==> src/rtl/muldiv_pkg.sv <==
// Shared constants for the iterative multiply/divide unit: operation codes,
// FSM state encodings and the default widths that match RegisterFile.
package muldiv_pkg;

  // Default operand width and register-address width (RegisterFile geometry)
  localparam int WIDTH_DEF = 32;
  localparam int AW_DEF    = 5;

  // Operation encoding presented on the op port
  typedef logic [1:0] op_t;
  localparam op_t OP_MUL  = 2'b00;  // low word of the unsigned product
  localparam op_t OP_MULH = 2'b01;  // high word of the unsigned product
  localparam op_t OP_DIVU = 2'b10;  // unsigned quotient
  localparam op_t OP_REMU = 2'b11;  // unsigned remainder

  // Control FSM state encodings
  localparam logic [1:0] S_IDLE = 2'b00;
  localparam logic [1:0] S_RUN  = 2'b01;
  localparam logic [1:0] S_WB   = 2'b10;

endpackage

==> src/rtl/muldiv_datapath.sv <==
// Radix-2 arithmetic core: shift-add multiplier and restoring divider.
// Both engines are loaded together and stepped together; the top picks the
// result that matches the latched operation. Outputs are the next-state
// values so the final step's result can be captured on the same edge.
module muldiv_datapath
  import muldiv_pkg::*;
#(
  parameter int WIDTH = WIDTH_DEF
) (
  input  logic                 clk_i,
  input  logic                 srst_i,
  input  logic                 load_i,
  input  logic                 step_i,
  input  logic [WIDTH-1:0]     a_i,
  input  logic [WIDTH-1:0]     b_i,
  output logic [2*WIDTH-1:0]   prod_next_o,
  output logic [WIDTH-1:0]     quo_next_o,
  output logic [WIDTH-1:0]     rem_next_o
);

  // Multiplier state: multiplicand, shifting multiplier, product accumulator
  logic [WIDTH-1:0]   mcand_q,  mcand_d;
  logic [WIDTH-1:0]   mplier_q, mplier_d;
  logic [2*WIDTH-1:0] acc_q,    acc_d;

  // Divider state: divisor, dividend/quotient shift register, remainder.
  // The working remainder is WIDTH+1 bits wide only transiently (after the
  // shift); once the restoring compare is done it always fits in WIDTH bits.
  logic [WIDTH-1:0]   div_q,    div_d;
  logic [WIDTH-1:0]   quo_q,    quo_d;
  logic [WIDTH-1:0]   rem_q,    rem_d;

  logic [WIDTH:0]     mul_sum;
  logic [WIDTH:0]     rem_shifted;
  logic [WIDTH-1:0]   rem_diff;
  logic               rem_ge;

  // Next-state logic for one radix-2 step of each engine, or a fresh load
  always_comb begin
    mcand_d  = mcand_q;
    mplier_d = mplier_q;
    acc_d    = acc_q;
    div_d    = div_q;
    quo_d    = quo_q;
    rem_d    = rem_q;

    // Shift-add: conditionally add the multiplicand into the upper half,
    // keeping the carry so the right shift never loses a bit.
    mul_sum = {1'b0, acc_q[2*WIDTH-1:WIDTH]}
            + ({(WIDTH+1){mplier_q[0]}} & {1'b0, mcand_q});

    // Restoring divide: bring the dividend MSB into the remainder, then
    // subtract the divisor if it fits. A zero divisor always "fits", which
    // yields an all-ones quotient and the dividend as remainder.
    rem_shifted = {rem_q, quo_q[WIDTH-1]};
    rem_ge      = (rem_shifted >= {1'b0, div_q});
    rem_diff    = rem_shifted[WIDTH-1:0] - div_q;

    if (load_i) begin
      mcand_d  = a_i;
      mplier_d = b_i;
      acc_d    = '0;
      div_d    = b_i;
      quo_d    = a_i;
      rem_d    = '0;
    end else if (step_i) begin
      acc_d    = {mul_sum, acc_q[WIDTH-1:1]};
      mplier_d = {1'b0, mplier_q[WIDTH-1:1]};
      quo_d    = {quo_q[WIDTH-2:0], rem_ge};
      rem_d    = rem_ge ? rem_diff : rem_shifted[WIDTH-1:0];
    end
  end

  assign prod_next_o = acc_d;
  assign quo_next_o  = quo_d;
  assign rem_next_o  = rem_d;

  // Arithmetic state registers
  always_ff @(posedge clk_i) begin
    if (srst_i) begin
      mcand_q  <= '0;
      mplier_q <= '0;
      acc_q    <= '0;
      div_q    <= '0;
      quo_q    <= '0;
      rem_q    <= '0;
    end else begin
      mcand_q  <= mcand_d;
      mplier_q <= mplier_d;
      acc_q    <= acc_d;
      div_q    <= div_d;
      quo_q    <= quo_d;
      rem_q    <= rem_d;
    end
  end

endmodule

==> src/rtl/muldiv_unit.sv <==
// Iterative unsigned MUL/MULH/DIVU/REMU execute unit. Accepts operands from
// the RegisterFile read ports, runs WIDTH radix-2 steps, then issues a
// single-cycle write-back (wb_ad/wb_di/wb_we) toward the RegisterFile.
module muldiv_unit
  import muldiv_pkg::*;
#(
  parameter int WIDTH = WIDTH_DEF,
  parameter int AW    = AW_DEF
) (
  input  logic             CLK,
  input  logic             reset,
  input  logic             start,
  input  logic [1:0]       op,
  input  logic [WIDTH-1:0] rs_a,
  input  logic [WIDTH-1:0] rs_b,
  input  logic [AW-1:0]    rd,
  output logic             busy,
  output logic             done,
  output logic [AW-1:0]    wb_ad,
  output logic [WIDTH-1:0] wb_di,
  output logic             wb_we
);

  localparam int CW = $clog2(WIDTH);
  localparam logic [CW-1:0] LAST_STEP = CW'(WIDTH - 1);

  logic [1:0]       state_q,  state_d;
  logic [CW-1:0]    count_q,  count_d;
  logic [1:0]       op_q,     op_d;
  logic [AW-1:0]    rd_q,     rd_d;
  logic             busy_q,   busy_d;
  logic             wb_q,     wb_d;
  logic [AW-1:0]    wb_ad_q,  wb_ad_d;
  logic [WIDTH-1:0] wb_di_q,  wb_di_d;

  logic             dp_load;
  logic             dp_step;
  logic             final_step;
  logic [2*WIDTH-1:0] prod_next;
  logic [WIDTH-1:0] quo_next;
  logic [WIDTH-1:0] rem_next;
  logic [WIDTH-1:0] result;

  muldiv_datapath #(
    .WIDTH (WIDTH)
  ) u_datapath (
    .clk_i       (CLK),
    .srst_i      (reset),
    .load_i      (dp_load),
    .step_i      (dp_step),
    .a_i         (rs_a),
    .b_i         (rs_b),
    .prod_next_o (prod_next),
    .quo_next_o  (quo_next),
    .rem_next_o  (rem_next)
  );

  assign dp_load    = (state_q == S_IDLE) && start;
  assign dp_step    = (state_q == S_RUN);
  assign final_step = dp_step && (count_q == LAST_STEP);

  // Pick the word to write back from the post-final-step arithmetic state
  always_comb begin
    result = rem_next;
    case (op_q)
      OP_MUL:  result = prod_next[WIDTH-1:0];
      OP_MULH: result = prod_next[2*WIDTH-1:WIDTH];
      OP_DIVU: result = quo_next;
      default: result = rem_next;
    endcase
  end

  // FSM sequencing, step counter, request latching and write-back capture
  always_comb begin
    state_d = state_q;
    count_d = count_q;
    op_d    = op_q;
    rd_d    = rd_q;
    wb_ad_d = wb_ad_q;
    wb_di_d = wb_di_q;
    wb_d    = 1'b0;

    case (state_q)
      S_IDLE: begin
        if (start) begin
          state_d = S_RUN;
          count_d = '0;
          op_d    = op;
          rd_d    = rd;
        end
      end
      S_RUN: begin
        count_d = count_q + 1'b1;
        if (final_step) begin
          state_d = S_WB;
          wb_d    = 1'b1;
          wb_ad_d = rd_q;
          wb_di_d = result;
        end
      end
      S_WB: begin
        state_d = S_IDLE;
      end
      default: begin
        state_d = S_IDLE;
      end
    endcase

    // Busy covers RUN and WB; it falls on the edge that leaves WB.
    busy_d = (state_d != S_IDLE);
  end

  // Control and write-back registers
  always_ff @(posedge CLK) begin
    if (reset) begin
      state_q <= S_IDLE;
      count_q <= '0;
      op_q    <= '0;
      rd_q    <= '0;
      busy_q  <= 1'b0;
      wb_q    <= 1'b0;
      wb_ad_q <= '0;
      wb_di_q <= '0;
    end else begin
      state_q <= state_d;
      count_q <= count_d;
      op_q    <= op_d;
      rd_q    <= rd_d;
      busy_q  <= busy_d;
      wb_q    <= wb_d;
      wb_ad_q <= wb_ad_d;
      wb_di_q <= wb_di_d;
    end
  end

  // A reset arriving during the WB cycle must suppress the register write,
  // so the enable is qualified with reset rather than waiting for the edge.
  assign wb_we = wb_q & ~reset;
  assign done  = wb_q & ~reset;
  assign busy  = busy_q;
  assign wb_ad = wb_ad_q;
  assign wb_di = wb_di_q;

endmodule

==> config.mk <==
export PLATFORM = sky130hd
export DESIGN_NAME = muldiv_unit
export DESIGN_NICKNAME = d
export VERILOG_FILES = /design/src/rtl/muldiv_pkg.sv /design/src/rtl/muldiv_datapath.sv /design/src/rtl/muldiv_unit.sv
export SDC_FILE = /design/constraint.sdc
export NUM_CORES = 1
export LEC_CHECK = 0
export BUFFER_PORTS_ARGS = -buffer_cell sky130_fd_sc_hd__buf_2
export CAP_MARGIN = 20
export CORE_MARGIN = 2
export CORE_UTILIZATION = 55
export DETAILED_ROUTE_END_ITERATION = 8
export PLACE_DENSITY = 0.83
export REMOVE_ABC_BUFFERS = 1
export SLEW_MARGIN = 10
export SYNTH_ARGS = -nofsm -noshare
export SYNTH_HDL_FRONTEND = slang
export SYNTH_SLANG_ARGS = --single-unit
==> constraint.sdc <==
create_clock -name CLK -period 3.5 [get_ports CLK]
set_clock_uncertainty 0.2 [all_clocks]
set_input_delay 0.175 -clock CLK [delete_from_list [all_inputs] [get_ports CLK]]
set_output_delay 0.175 -clock CLK [all_outputs]
set_load 0.02 [all_outputs]
==> qor.csv, run 1 <==
metric,value,unit
cap_violations,0,
synth_edf_count,0,
critPathLaunchType,flop,
dr.pass1.iters,6,
drtIter0Drc,1651,
endpoint_kind,flop,
clock_sinks,277,
core,26210,um2
syn_avg_cell_area,7.712,um2
finalMaxSlewViolations,0,
crit_required,3790,ps
fin_util,0.6847,
holdCritPathClass,in2reg,
ys_seq_area_frac,0.3755,
fillers,2132,
crit_fanout,8,
die-area,28180,um2
die_y,167.9,um
powerDensity,494.5,nW/um2
die_w,167.9,um
ys.flop_type,dfxtp_1,
grt_pass1_wl,73.17,mm
final_common_cell,nand2_1,
slew_headroom,0.2549,
stdcell_area,17940,um2
clock_latency,560,ps
hold_depth,4,
antenna_found_initial,0,
hold_violations,0,
setup_viol,0,
synthToLayoutAreaGrowth,21.48,%
gp_congestion,0.9427,
vias,14894,
row_count,59,
p_leak,0.007554,uW
drc,0,
layout_common_cells,"346 x nand2_1, 276 x dfxtp_1, 222 x a21oi_1",
rr_worst_depth,14,
place_area,15790,um2
grt_max_degree,102,
tightest_slew,1114,ps
status,"complete, no violations",
drt.antenna.violating_nets,0,
root_buffer,clkbuf_16,
ys_seq_elements,277,
total_power,8872,uW
wl_per_cell,18.89,um
grtUsageTotal,0.3176,
synthArstFlopShare,0,
vias_per_cell,6.129,
cts_buffer_depth,3,
cts_buffers,28,
grt_setup_unrepaired,true,
period_needed,3398,ps
synth_warnings,0,
path_class,reg2reg,
clock.fmax,294.3,MHz
drive_above_1_share,0.1437,
cts_tree,yes,
clkTransAtPathRegs,70,ps
synthesis.area,14770,um2
io_pins,114,
post-route-period-util,0.9710,
ir_drop,0.3640,mV
synthCells,1915,
initial_core_util,0.5636,
grt_overflow,0,
grt_pass1_vias,14106,
drt_wl_total,45.91,mm
fin_nets,2215,
n_antenna_cell,0,
htreeDepth,1,
critical_path_arrival,3690,ps
yosys.cell_types.count,73,
hpwlAfterDp,30.28,mm
portBuffers,113,
## kinds of logic after synthesis
family	count (synthesis)	share of synthesized area
flip-flops	277	0.3755
XOR/XNOR	49	0.02906
AO/OA/AOI/OAI	582	0.2486
adder cells (fa/ha/maj)	68	0.05862
AND/OR/NAND/NOR	716	0.2125
buffers and inverters	193	0.05269
multiplexers	30	0.02313
## state kept, by name (all words and copies together) (netlist names), 32 cells and up
| signal | cells |
|---|---|
| u_datapath.acc_q | 64 |
| u_datapath.div_q | 32 |
| u_datapath.mcand_q | 32 |
| u_datapath.mplier_q | 32 |
| u_datapath.quo_q | 32 |
| u_datapath.rem_q | 32 |
| wb_di | 32 |
## report_power, final
group | switching (uW) | total, uW | leakage, uW | internal (uW)
logic | 1330 | 2210 | 0.00482 | 881
registers | 99.4 | 3400 | 0.00226 | 3300
clock network | 1360 | 3260 | 0.000474 | 1910
## critical path: stages, from the launching register on
cell	delay [ps]
dfxtp_2	340
buf_4	170
and2_1	160
ha_1	290
a21o_1	210
or3_1	320
o311ai_1	90
buf_4	170
nand3_4	80
a221o_2	440
a41oi_2	230
xnor2_1	140
nand2_1	90
o31ai_1	250
a221o_1	140
## final cells by class
cell class	count	area (um2)	area share
Inverter	57	214.0	0.01192
Clock buffer	34	784.5	0.04372
Multi-Input combinational cell	1445	8735	0.4868
Timing Repair Buffer	264	2021	0.1126
Tap cell	335	419.2	0.02336
Clock inverter	18	222.7	0.01241
Sequential cell	277	5547	0.3091
## routing by layer
metal,global-route usage,part of all wire
met1,0.4161,0.41
met2,0.5068,0.45
met3,0.05125,0.085
met4,0.1664,0.054
met5,0,0
## final timing paths
path | startpoint | to | slack, ps
worst max-delay path | u_datapath.mplier_q[0] | wb_di[27] | 100
worst min-delay path | start | u_datapath.mcand_q[3] | 130
worst max register to register | u_datapath.mplier_q[0] | wb_di[27] | 100
worst min register to register | wb_ad[3] | wb_ad[3] | 250
## through the flow
step / worst slack (ps) / TNS (ps) / hold slack, ps / std cells
after floorplan: -10640 / -1668850 / 44.07 / 1779
after global placement: -19.03 / -32.84 / 216.5 / 2291
after detailed placement: -45.48 / -97.59 / 223.7 / 2291
after CTS: -0.4126 / -0.4126 / 103.4 / 2429
after global routing: -100.2 / -405.5 / 128.5 / 2430
final: 101.6 / 0 / 125.5 / 2430
## what timing repair did
action | in CTS | in global routing
setup endpoints to repair | 4 | 24
endpoints found under the hold margin | 176 | 0
pin swaps | 14 | 22
gates resized for setup | 14 | 46
hold buffers | 84 | 0
setup buffers | 2 | 1
## synth_stat cells (all sizes together) (4+ instances only)
cell     number  area (um2)
xor2         19       166.4
or3           6       37.54
nand2       347        1303
o2111ai       4       35.03
o21a          7       52.55
a31oi        57       386.6
nor2        176       660.6
and2         65       406.6
inv          57       214.0
nand3        27       140.1
o21ai        95       479.2
a22o         13       113.9
a221oi       14       128.9
o221ai        6       52.55
o211ai       17       132.6
a21o         27       202.7
mux2i        24       240.2
dfxtp       277        5545
o21bai        4       30.03
nor4          8       50.05
a211oi       20       150.1
a22oi        35       267.8
nand4        14       87.58
a21oi       228        1141
a221o        12       121.4
a2111oi       4       35.03
nor3         16       80.08
o31ai         7       52.55
ha           66       825.8
a32oi         4       35.03
buf          39       200.2
and3         42       262.8
clkbuf       97       364.1
xnor2        30       262.8
Note: power is estimated with default switching activity, not from simulation.
==> inputs of run 2 (changes only) <==
--- a/config.mk
+++ b/config.mk
@@ -10,6 +10,7 @@
 export CORE_MARGIN = 2
 export CORE_UTILIZATION = 55
 export DETAILED_ROUTE_END_ITERATION = 8
+export GPL_TIMING_DRIVEN = 0
 export PLACE_DENSITY = 0.83
 export REMOVE_ABC_BUFFERS = 1
 export SLEW_MARGIN = 10
==> qor.csv, run 2 (synthesis gave the netlist of run 1 again) <==
metric,value,unit
drtIter0Drc,1650,
crit_chain,inv_1 > ha_2 > inv_1 > fa_2 > a211o_1 > nand4_1 > o211a_1 > o31a_1 > o31a_1 > buf_6 > o21ai_4 > a31oi_2 > xnor2_1 > nor4_1 > o21ai_1,
drt.antenna.violating_nets,0,
intPower,6189,uW
grt_pass1_wl,72.86,mm
path_class,reg2reg,
hold_violations,0,
post-route-period-util,1.011,
htreeDepth,1,
layout_common_cells,"345 x nand2_1, 271 x dfxtp_1, 220 x a21oi_1",
critPathLaunchType,flop,
clock_latency,540,ps
setup_viol,5,
p_comb_frac,0.262,
slew_headroom,0.2879,
switching_share,0.3090,
root_buffer,clkbuf_16,
clkTransAtPathRegs,60,ps
crit_required,3730,ps
vias_per_cell,6.252,
finalMaxSlewViolations,0,
critical_path_arrival,3770,ps
crit_fanout,4,
wl_per_cell,19.38,um
portBuffers,113,
tightest_slew,1067,ps
core,26210,um2
tns,-109.7,ps
cap_violations,0,
grt_max_degree,99,
antenna_found_initial,0,
drive_above_1_share,0.1469,
io_pins,114,
total_power,8957,uW
powerDensity,492.9,nW/um2
gp_congestion,0.9576,
dr.pass1.iters,6,
fin_nets,2199,
endpoint_kind,flop,
grt_overflow,0,
status,"finished, violations left",
violations,negative setup slack,
place_area,15570,um2
final_common_cell,nand2_1,
dp.cells,2241,
pwr-share-seq,0.382,
holdCritPathClass,in2reg,
die_w,167.9,um
n_antenna_cell,0,
fin_cells,2411,
clock.fmax,282.6,MHz
synthToLayoutAreaGrowth,23.03,%
cts_buffers,28,
fillers,1948,
multi_input_area,8929,um2
ir_drop,0.3794,mV
setup_slack,-39.16,ps
regArea,5558,um2
drc,0,
clock_sinks,277,
period_needed,3539,ps
clkPwrFrac,0.356,
drt_wl_total,46.73,mm
initial_core_util,0.5636,
p_leak,0.007554,uW
die-area,28180,um2
p_sw,2768,uW
cts_buffer_depth,3,
vias,15074,
row_count,59,
largest_register_ffs,64,
hpwlAfterDp,28.62,mm
slowest_delay,370,ps
grtUsageTotal,0.3141,
die_y,167.9,um
grt_setup_unrepaired,true,
cts_tree,yes,
grt_pass1_vias,14400,
cp_slowest_cell,dfxtp_4,
stdcell_area,18170,um2
top_register,u_datapath.acc_q,
## run 2: cell types whose count changed in the layout (fill, tap and decap cells not counted), sizes merged
| cell | delta |
|---|---|
| a31oi | +1 |
| clkbuf | +7 |
| nor2 | +1 |
| buf | -20 |
| clkinvlp | -5 |
| inv | -4 |
| clkinv | -1 |
| dlygate4sd3 | +2 |
## run 2: worst max-delay path, delay by kind of cell, from the launching register on
kind	cells	cell delay [ps]
AOI/OAI and AO/OA	7	1520
and+or+nand+nor	2	450
adders and majority gates	2	400
DFF	1	370
buffers and inverters	3	280
xor gates and xnor gates	1	180
## run 2: path summary, 6_finish.rpt
check | to | slack [ps] | cells past startpoint | startpoint
worst max-delay path | wb_di[28] | -40 | 15 | u_datapath.quo_q[31]
worst min-delay path | u_datapath.quo_q[25] | 20 | 3 | reset
worst max register to register | wb_di[28] | -40 | 15 | u_datapath.quo_q[31]
worst min register to register | u_datapath.div_q[29] | 250 | 2 | u_datapath.div_q[29]
## run 2: metrics by stage
stage                     worst slack (ps)  utilization  hold WS [ps]
after floorplan                     -10640            -         44.07
after global placement              -25640       0.5796         217.9
after detailed placement            -907.3       0.5941         218.6
after CTS                           -18.48       0.6732         13.74
after global routing                -151.8       0.6933         24.75
final                               -39.16       0.6933         15.94
## run 2: power by group through the flow
stage                     logic (uW)  clock network, uW  registers (uW)
after floorplan                 1360                  0            3440
after global placement          1850                  0            3480
after detailed placement        1940                  0            3480
after CTS                       2110               3190            3410
after global routing            2550               3330            3430
final                           2350               3190            3420
## run 2: per-layer routing
metal,share of wire,global-route usage,up-vias
met1,0.40,0.4051,7039
met3,0.089,0.04114,152
li1,-,-,7049
met2,0.46,0.5235,834
met4,0.047,0.1486,0
met5,0,0,-
## run 2: layout make-up
type / instances / share of cell area
multi-input combinational: 1447 / 0.4914
sequential: 277 / 0.3059
timing repair buffer: 246 / 0.1141
clock buffer: 41 / 0.04572
tap: 335 / 0.02307
inverter: 57 / 0.01198
clock inverter: 8 / 0.007850
## run 2: what timing repair did
action	4_1_cts	5_1_grt
hold buffers	87	0
resized for setup	25	70
gates cloned	1	1
setup buffers	9	23
pin swaps	14	32
endpoints found under the hold margin	185	0
endpoints found under the setup margin	55	38
